$ cat config.mk
export PLATFORM = sky130hd
export DESIGN_NAME = plcp_header_parser
export DESIGN_NICKNAME = d
export VERILOG_FILES = /design/src/rtl/plcp_header_parser.sv
export SDC_FILE = /design/constraint.sdc
export NUM_CORES = 1
export LEC_CHECK = 0
export CAP_MARGIN = 40
export CORE_ASPECT_RATIO = 2
export CORE_MARGIN = 4
export CORE_UTILIZATION = 59
export CTS_BUF_LIST = sky130_fd_sc_hd__clkbuf_16
export CTS_CLUSTER_DIAMETER = 100
export DETAILED_ROUTE_END_ITERATION = 8
export PLACE_DENSITY_LB_ADDON = 0.15
export SLEW_MARGIN = 10
export SYNTH_ARGS = -nofsm -noshare
export SYNTH_HDL_FRONTEND = slang
export SYNTH_SLANG_ARGS = --single-unit
$ cat constraint.sdc
create_clock -name clk -period 3.9 [get_ports clk]
set_clock_uncertainty 0.05 [all_clocks]
set_input_delay 0.975 -clock clk [delete_from_list [all_inputs] [get_ports clk]]
set_output_delay 0.975 -clock clk [all_outputs]
set_load 0.02 [all_outputs]
$ cat src/rtl/plcp_header_parser.sv
// ---------------------------------------------------------------------------
// plcp_header_parser
//
// Receive-side PLCP framer for the 1 Mbps DBPSK path. Watches the descrambled
// bit stream for 16 SYNC ones followed by the SFD, captures the 48-bit long
// PLCP header (SIGNAL, SERVICE, LENGTH, CRC-16), checks it, and on success
// forwards exactly LENGTH payload bits downstream with a last flag.
//
// Ports
//   clk            single clock, all logic on posedge
//   reset          synchronous, active-low reset
//   data_bit       descrambled bit, qualified by data_valid_bit
//   data_valid_bit one-cycle strobe per bit (back-to-back allowed)
//   restart        abort current frame and return to SEARCH
//   hdr_valid      one-cycle pulse: header passed all checks
//   hdr_signal     SIGNAL field, held until next hdr_valid
//   hdr_service    SERVICE field, held until next hdr_valid
//   hdr_length     LENGTH field in us (= payload bits), held until next hdr_valid
//   hdr_error      one-cycle pulse: header rejected
//   hdr_err_code   01 CRC, 10 bad SIGNAL, 11 bad LENGTH; held until next hdr_error
//   psdu_bit       payload bit in transmission order
//   psdu_valid     one-cycle strobe per payload bit
//   psdu_last      high with psdu_valid on the final payload bit
//   busy           high whenever the parser is not in SEARCH
// ---------------------------------------------------------------------------
module plcp_header_parser #(
  parameter logic [15:0] SFD_PATTERN   = 16'hF3A0,
  parameter logic [7:0]  SIGNAL_RATE   = 8'h0A,
  parameter logic [15:0] MAX_LENGTH_US = 16'd20000
) (
  input  logic        clk,
  input  logic        reset,
  input  logic        data_bit,
  input  logic        data_valid_bit,
  input  logic        restart,
  output logic        hdr_valid,
  output logic [7:0]  hdr_signal,
  output logic [7:0]  hdr_service,
  output logic [15:0] hdr_length,
  output logic        hdr_error,
  output logic [1:0]  hdr_err_code,
  output logic        psdu_bit,
  output logic        psdu_valid,
  output logic        psdu_last,
  output logic        busy
);

  typedef enum logic [1:0] {
    SEARCH  = 2'd0,
    HEADER  = 2'd1,
    PAYLOAD = 2'd2
  } state_t;

  state_t      state;
  logic [31:0] sh;        // SYNC/SFD window in SEARCH, header fields in HEADER
  logic [5:0]  bit_cnt;   // header bit index 0..47
  logic [15:0] pay_cnt;   // payload bits forwarded so far
  logic [15:0] crc;       // running CRC over header bits 0..31
  logic [15:0] rx_crc;    // received CRC, assembled MSB-first

  // Right shift with the new bit entering at the top: after 32 bits the
  // earliest bit sits in bit 0, so LSB-first fields land in natural order
  // (SIGNAL in [7:0], SERVICE in [15:8], LENGTH in [31:16]).
  logic [31:0] sh_shifted;
  logic        sync_match;
  logic        crc_fb;
  logic [15:0] crc_next;
  logic [15:0] rx_crc_next;
  logic [15:0] pay_cnt_inc;
  logic [1:0]  chk_code;

  assign sh_shifted  = {data_bit, sh[31:1]};
  assign sync_match  = (sh_shifted == {SFD_PATTERN, 16'hFFFF});
  assign crc_fb      = data_bit ^ crc[15];
  assign crc_next    = {crc[14:0], 1'b0} ^ (crc_fb ? 16'h1021 : 16'h0000);
  // The 48th bit is folded in combinationally so the decision is made on
  // the strobe of that bit and reported on the following cycle.
  assign rx_crc_next = {rx_crc[14:0], data_bit};
  assign pay_cnt_inc = pay_cnt + 16'd1;

  // Header check, highest priority first: CRC, then SIGNAL, then LENGTH.
  always_comb begin
    // NOTE: give every always_comb output a default first so no path can
    // leave it unassigned and infer a latch.
    chk_code = 2'b00;
    if (rx_crc_next != ~crc) begin
      chk_code = 2'b01;
    end else if (sh[7:0] != SIGNAL_RATE) begin
      chk_code = 2'b10;
    end else if ((sh[31:16] == 16'd0) || (sh[31:16] > MAX_LENGTH_US)) begin
      chk_code = 2'b11;
    end
  end

  // NOTE: sequential state uses non-blocking assignments only, so every
  // register sees the pre-edge values of the others regardless of order.
  always_ff @(posedge clk) begin
    if (!reset) begin
      state        <= SEARCH;
      sh           <= '0;
      bit_cnt      <= '0;
      pay_cnt      <= '0;
      crc          <= '0;
      rx_crc       <= '0;
      hdr_valid    <= 1'b0;
      hdr_signal   <= '0;
      hdr_service  <= '0;
      hdr_length   <= '0;
      hdr_error    <= 1'b0;
      hdr_err_code <= '0;
      psdu_bit     <= 1'b0;
      psdu_valid   <= 1'b0;
      psdu_last    <= 1'b0;
      busy         <= 1'b0;
    end else begin
      // Pulses default low; they are raised only by the branch below.
      hdr_valid  <= 1'b0;
      hdr_error  <= 1'b0;
      psdu_valid <= 1'b0;
      psdu_last  <= 1'b0;

      if (restart) begin
        // The bit presented alongside restart is dropped.
        state   <= SEARCH;
        sh      <= '0;
        bit_cnt <= '0;
        pay_cnt <= '0;
        busy    <= 1'b0;
      end else if (data_valid_bit) begin
        case (state)
          SEARCH: begin
            sh <= sh_shifted;
            if (sync_match) begin
              state   <= HEADER;
              busy    <= 1'b1;
              bit_cnt <= '0;
              crc     <= 16'hFFFF;
            end
          end

          HEADER: begin
            bit_cnt <= bit_cnt + 6'd1;
            if (bit_cnt < 6'd32) begin
              sh  <= sh_shifted;
              crc <= crc_next;
            end else begin
              rx_crc <= rx_crc_next;
            end
            if (bit_cnt == 6'd47) begin
              bit_cnt <= '0;
              if (chk_code == 2'b00) begin
                hdr_valid   <= 1'b1;
                hdr_signal  <= sh[7:0];
                hdr_service <= sh[15:8];
                hdr_length  <= sh[31:16];
                pay_cnt     <= '0;
                state       <= PAYLOAD;
              end else begin
                hdr_error    <= 1'b1;
                hdr_err_code <= chk_code;
                state        <= SEARCH;
                busy         <= 1'b0;
                sh           <= '0;
              end
            end
          end

          PAYLOAD: begin
            psdu_valid <= 1'b1;
            psdu_bit   <= data_bit;
            pay_cnt    <= pay_cnt_inc;
            if (pay_cnt_inc == hdr_length) begin
              psdu_last <= 1'b1;
              state     <= SEARCH;
              busy      <= 1'b0;
              sh        <= '0;
              pay_cnt   <= '0;
            end
          end

          default: begin
            state <= SEARCH;
            busy  <= 1'b0;
            sh    <= '0;
          end
        endcase
      end
    end
  end

endmodule

# Yosys cells after proc, flatten, opt, wreduce, memory -nomap -nowiden
# Cells that the tools add are included.
dict set report totals {
  word_cells 97
  regBits 127
}
dict set report classes {
  eq_ne 13
  bitwise 11
  reduce_logical 20
  addsub 2
  mux 33
  magnitude_cmp 2
}
# op n
set op_table {}
lappend op_table {{32-bit two-way mux} 4}
lappend op_table {{32-bit one-hot mux with 3 select lines} 1}
lappend op_table {{16-bit two-way mux} 5}
lappend op_table {{16-bit one-hot mux with 2 select lines} 2}
lappend op_table {{32-bit == test (second input constant)} 1}
lappend op_table {{5-bit AND reduction} 4}
lappend op_table {{16-bit by 1-bit adder with 16-bit output (second input constant)} 1}
lappend op_table {{16-bit == test} 1}
lappend op_table {{16-bit by 15-bit greater-than comparator with 1-bit output (second input constant)} 1}
lappend op_table {{16-bit zero test} 1}
lappend op_table {{16-bit inequality test} 1}
lappend op_table {{16-bit NOT} 1}
lappend op_table {{16-bit by 13-bit XOR with 16-bit output} 1}
lappend op_table {{2-bit two-way mux} 7}
lappend op_table {{13-bit two-way mux} 1}
lappend op_table {{6-bit two-way mux} 2}
lappend op_table {{2-bit inequality test (second input constant)} 6}
lappend op_table {{6-bit one-hot mux with 2 select lines} 1}
lappend op_table {{4-bit AND reduction} 3}
lappend op_table {{1-bit two-way mux} 8}
lappend op_table {{8-bit by 4-bit inequality test with 1-bit output (second input constant)} 1}
lappend op_table {{1-bit NOT} 8}
lappend op_table {{6-bit by 1-bit adder with 6-bit output (second input constant)} 1}
lappend op_table {{6-bit == test (second input constant)} 1}
lappend op_table {{15 further kinds} 18}

# Longest topological paths before layout
dict set report logic_depth {
  depth_word 9
  depth_mapped 11
}

# Least setup slack after synthesis
# No wires, ideal clock.
dict set report synth_timing {
  path_type {in2reg}
  from {input data_bit}
  to {register sh[16]}
  arrival_time_ps 2999
  path_slack_ps 770
  setup_time_ps 81
  cell_stages 9
  n_path_buf 2
  path_cell_list {buf_2 -> xor2_1 -> nand4_1 -> nor4_1 -> nand3_2 -> a211oi_4 -> buf_6 -> nor2_1 -> a211oi_2}
}
dict set report synth_between {
  elab_chain_len 6
}
# element line_no
set synth_rtl {}
lappend synth_rtl {{start: declaration} 33} ;# input logic data_bit,
lappend synth_rtl {{16-bit inequality test} 86} ;# if (rx_crc_next != ~crc) begin
lappend synth_rtl {{2-bit two-way mux} 86}
lappend synth_rtl {{2-bit zero test} 151} ;# if (chk_code == 2'b00) begin
lappend synth_rtl {{32-bit two-way mux} 151}
lappend synth_rtl {{32-bit two-way mux} 149} ;# if (bit_cnt == 6'd47) begin
lappend synth_rtl {{32-bit one-hot mux with 3 select lines} 130} ;# case (state)
lappend synth_rtl {{end signal: assignment} 132} ;# sh <= sh_shifted;
lappend synth_rtl {{end signal: assignment} 144} ;# sh <= sh_shifted;
lappend synth_rtl {{end: declaration} 55} ;# logic [31:0] sh;
# Every way passes these cells.
# A chain may end at the register's enable or synchronous reset.

# Worst setup path in the final report
dict set report layout_timing {
  from {register pay_cnt[0]}
  to {register sh[6]}
}
dict set report layout_between {
  elab_chain_len 4
}
# element line_no
set layout_rtl {}
lappend layout_rtl {{start: declaration} 57} ;# logic [15:0] pay_cnt;
lappend layout_rtl {{start signal: assignment} 171} ;# pay_cnt <= pay_cnt_inc;
lappend layout_rtl {{16-bit by 1-bit adder with 16-bit output} 79} ;# assign pay_cnt_inc = pay_cnt + 16'd1;
lappend layout_rtl {{16-bit == test} 172} ;# if (pay_cnt_inc == hdr_length) begin
lappend layout_rtl {{2-bit inequality test (no source line)} n/a}
lappend layout_rtl {{2-bit AND reduction (no source line)} n/a}
# Every way passes these cells.

==> results.sh <==
export IMPL_outcome="complete, no violations"
export IMPL_finalMaxSlewViolations=0
export IMPL_ys_async_sr_fraction=0
export IMPL_yosys_area_share_simple=0.247
export IMPL_synth_ff_type="dfxtp_1"
export IMPL_clockBufferDepth=2
export IMPL_cts_sinks=127
export IMPL_endpoint_kind="flip-flop"
export IMPL_cts_root_buf="clkbuf_16"
export IMPL_tritoncts="built"
export IMPL_grt_pass1_wl_um=27200
export IMPL_synth_ff_latch_count=127
export IMPL_cts_setup_buffers=0
export IMPL_syn_area_um2=6210
export IMPL_yosys_area_top_type="dfxtp_1"
export IMPL_synth_top_area_frac=0.409
export IMPL_layout_common_cells="nand2_1 (160), dfxtp_1 (127), a21oi_1 (82)"
export IMPL_via_count=5833
export IMPL_synth_adder_area_share=0.00403
export IMPL_synthXorXnorAreaFrac=0.0598
export IMPL_die_area_um2=12300
export IMPL_grt_max_degree=44
export IMPL_hold_ws_ns=0.404
export IMPL_grt_pass1_vias=5620
export IMPL_ios=45
export IMPL_swShare=0.231
export IMPL_crit_type="reg2reg"
export IMPL_max_vdd_ir_drop_mv=0.377
export IMPL_grt_busiest_layer="met2"
export IMPL_fp_row_count=52
export IMPL_hold_buffers=0
export IMPL_synth_warnings=0
export IMPL_final_common_cell="nand2_1"
export IMPL_syn_to_final_growth_pct=17.1
export IMPL_p_sw_w=0.000658
export IMPL_gp_congestion=0.914
export IMPL_cts_buffers_inserted=17
export IMPL_power_frac_comb=0.030
export IMPL_tightest_slew_ns=0.625
export IMPL_overflow=0
export IMPL_ys_types=56
export IMPL_postRouteAntennaNets=0
export IMPL_postCtsResizedCells=0
export IMPL_worst_endpoint_arrival_ns=3.47
export IMPL_routed_wl_um=16600
export IMPL_rsz0062_at_grt="false"
export IMPL_grtUsageMet3=0.0559
export IMPL_io_buffers=44
export IMPL_setup_viol=0
export IMPL_synth_top_family_by_area="simple AND/OR/NAND/NOR gates"
export IMPL_synth_mux_area_frac=0
export IMPL_drive_above_1_share=0.118
export IMPL_fin_crit_ns=3.25
export IMPL_grt_use_met1=0.319
export IMPL_htreeDepth=4
export IMPL_synth_compound_area_frac=0.227
export IMPL_diodes=0
export IMPL_drt_iter0_markers=398
export IMPL_die_h_um=153
export IMPL_final_setup_tns_ns=0
export IMPL_p_leak_nw=2.52
export IMPL_syn_inst=765
export IMPL_path_max_fanout=35
export IMPL_core_um2=10200
export IMPL_finalNetCount=798
export IMPL_dp_hpwl_um=11200
export IMPL_syn_area_per_cell_um2=8.12
export IMPL_firstDrtPassIters=5
export IMPL_grt_use_met2=0.484
export IMPL_die_width_um=80.6
export IMPL_clk_latency_ns=0.42
export IMPL_wl_per_cell_um=17.7
export IMPL_grt_total_usage=0.276
export IMPL_crit_path_start_kind="flip-flop"
export IMPL_via_per_inst=6.21
export IMPL_clk_pin_slew_ns=0.06
export IMPL_max_freq_ghz=0.308
export IMPL_powerDensity_nw_per_um2=391
export IMPL_yosysSeqAreaShare=0.409
export IMPL_drc=0
export IMPL_slew_headroom=0.583
export IMPL_synthTopCellsByArea="dfxtp_1 (41%), nand2_1 (9.7%), a21oi_1 (6.6%)"
export IMPL_syn_nets=772
export IMPL_final_hold_viol_count=0
export IMPL_antenna_found_initial=0
export IMPL_intPower_w=0.00219
export IMPL_synth_edf_count=0
export IMPL_pwr_share_clk=0.515
export IMPL_cp_required_ns=4.13
export IMPL_hp_class="reg2reg"
export IMPL_post_route_period_util=0.832
export IMPL_cap_violations=0
export IMPL_pwr_share_seq=0.456
export IMPL_start_util=0.608
## flip-flops by register name, indices dropped and copies added, names as in the netlist, 2 cells and up
name	cells
sh	32
crc	16
hdr_length	16
pay_cnt	16
rx_crc	15
hdr_service	8
hdr_signal	8
bit_cnt	6
hdr_err_code	2
state	2
## final timing paths
check                   endpoint            from  depth (start not counted)  slack [ns]
hold reg to reg   hdr_service[0]  hdr_service[0]                          2        0.40
hold / removal    hdr_service[0]  hdr_service[0]                          2        0.40
setup reg to reg           sh[6]      pay_cnt[0]                         10        0.65
setup / recovery           sh[6]      pay_cnt[0]                         10        0.65
## power by group through the flow
stage | clock (W) | combinational, W | sequential, W
finish | 0.00146 | 0.0000843 | 0.00130
global route | 0.00154 | 0.0000913 | 0.00130
CTS | 0.00147 | 0.0000829 | 0.00130
detailed placement | 0 | 0.0000821 | 0.00133
global placement | 0 | 0.0000796 | 0.00133
floorplan | 0 | 0.0000581 | 0.00133
## area by class of cell
class	instances	area (µm²)
clock buffer	17	425
clock inverter	15	120
fill	797	2940
inverter	20	75.1
multi-input combinational	563	3340
sequential	127	2540
tap	135	169
timing repair buffer	62	601
## metrics by stage
stage,std cells,worst slack (ns),utilization,instance area [µm²],total power [W]
floorplan,765,0.770,-,6210,0.00138
global placement,907,0.430,0.659,6730,0.00141
detailed placement,907,0.408,0.659,6730,0.00141
CTS,939,0.718,0.712,7280,0.00285
global route,939,0.432,0.712,7280,0.00293
finish,939,0.654,0.712,7280,0.00285
## worst max-delay path, cell delays in order (launching register included)
cell      delay [ns]
dfxtp_1         0.49
ha_1            0.34
and3_1          0.31
nand2_1         0.12
o32ai_1         0.42
o211ai_1        0.15
or4_1           0.53
buf_4           0.23
nand2_2         0.11
buf_12          0.23
a311oi_1        0.13
## cell families (layout without fill, tap and decap cells)
group / count (synthesis) / count (layout)
compound gates: 194 / 194
xor+xnor: 40 / 40
fa+ha+maj: 2 / 2
buf+inv: 75 / 114
flops: 127 / 127
simple gates: 327 / 327
## synthesized netlist by cell type (all sizes together), types with 4 or more instances
cell type,count
nor2,51
dfxtp,127
clkbuf,39
a21boi,4
nor2b,8
a41oi,14
a311oi,6
nand2b,8
buf,16
o21ai,9
a211oi,32
a21oi,82
nand2,161
o22ai,14
nand4,22
nand3,22
nor3,9
xnor2,15
xor2,24
o221a,17
and3,15
inv,19
a31oi,6
nor4,7
or4,7
## routing by layer
| layer | vias up | wire [µm] |
|---|---|---|
| li1 | 2784 | - |
| met1 | 2788 | 6510 |
| met2 | 216 | 8740 |
| met3 | 45 | 900 |
| met4 | 0 | 475 |
| met5 | - | 0 |
Power figures use the tool's default switching activity.
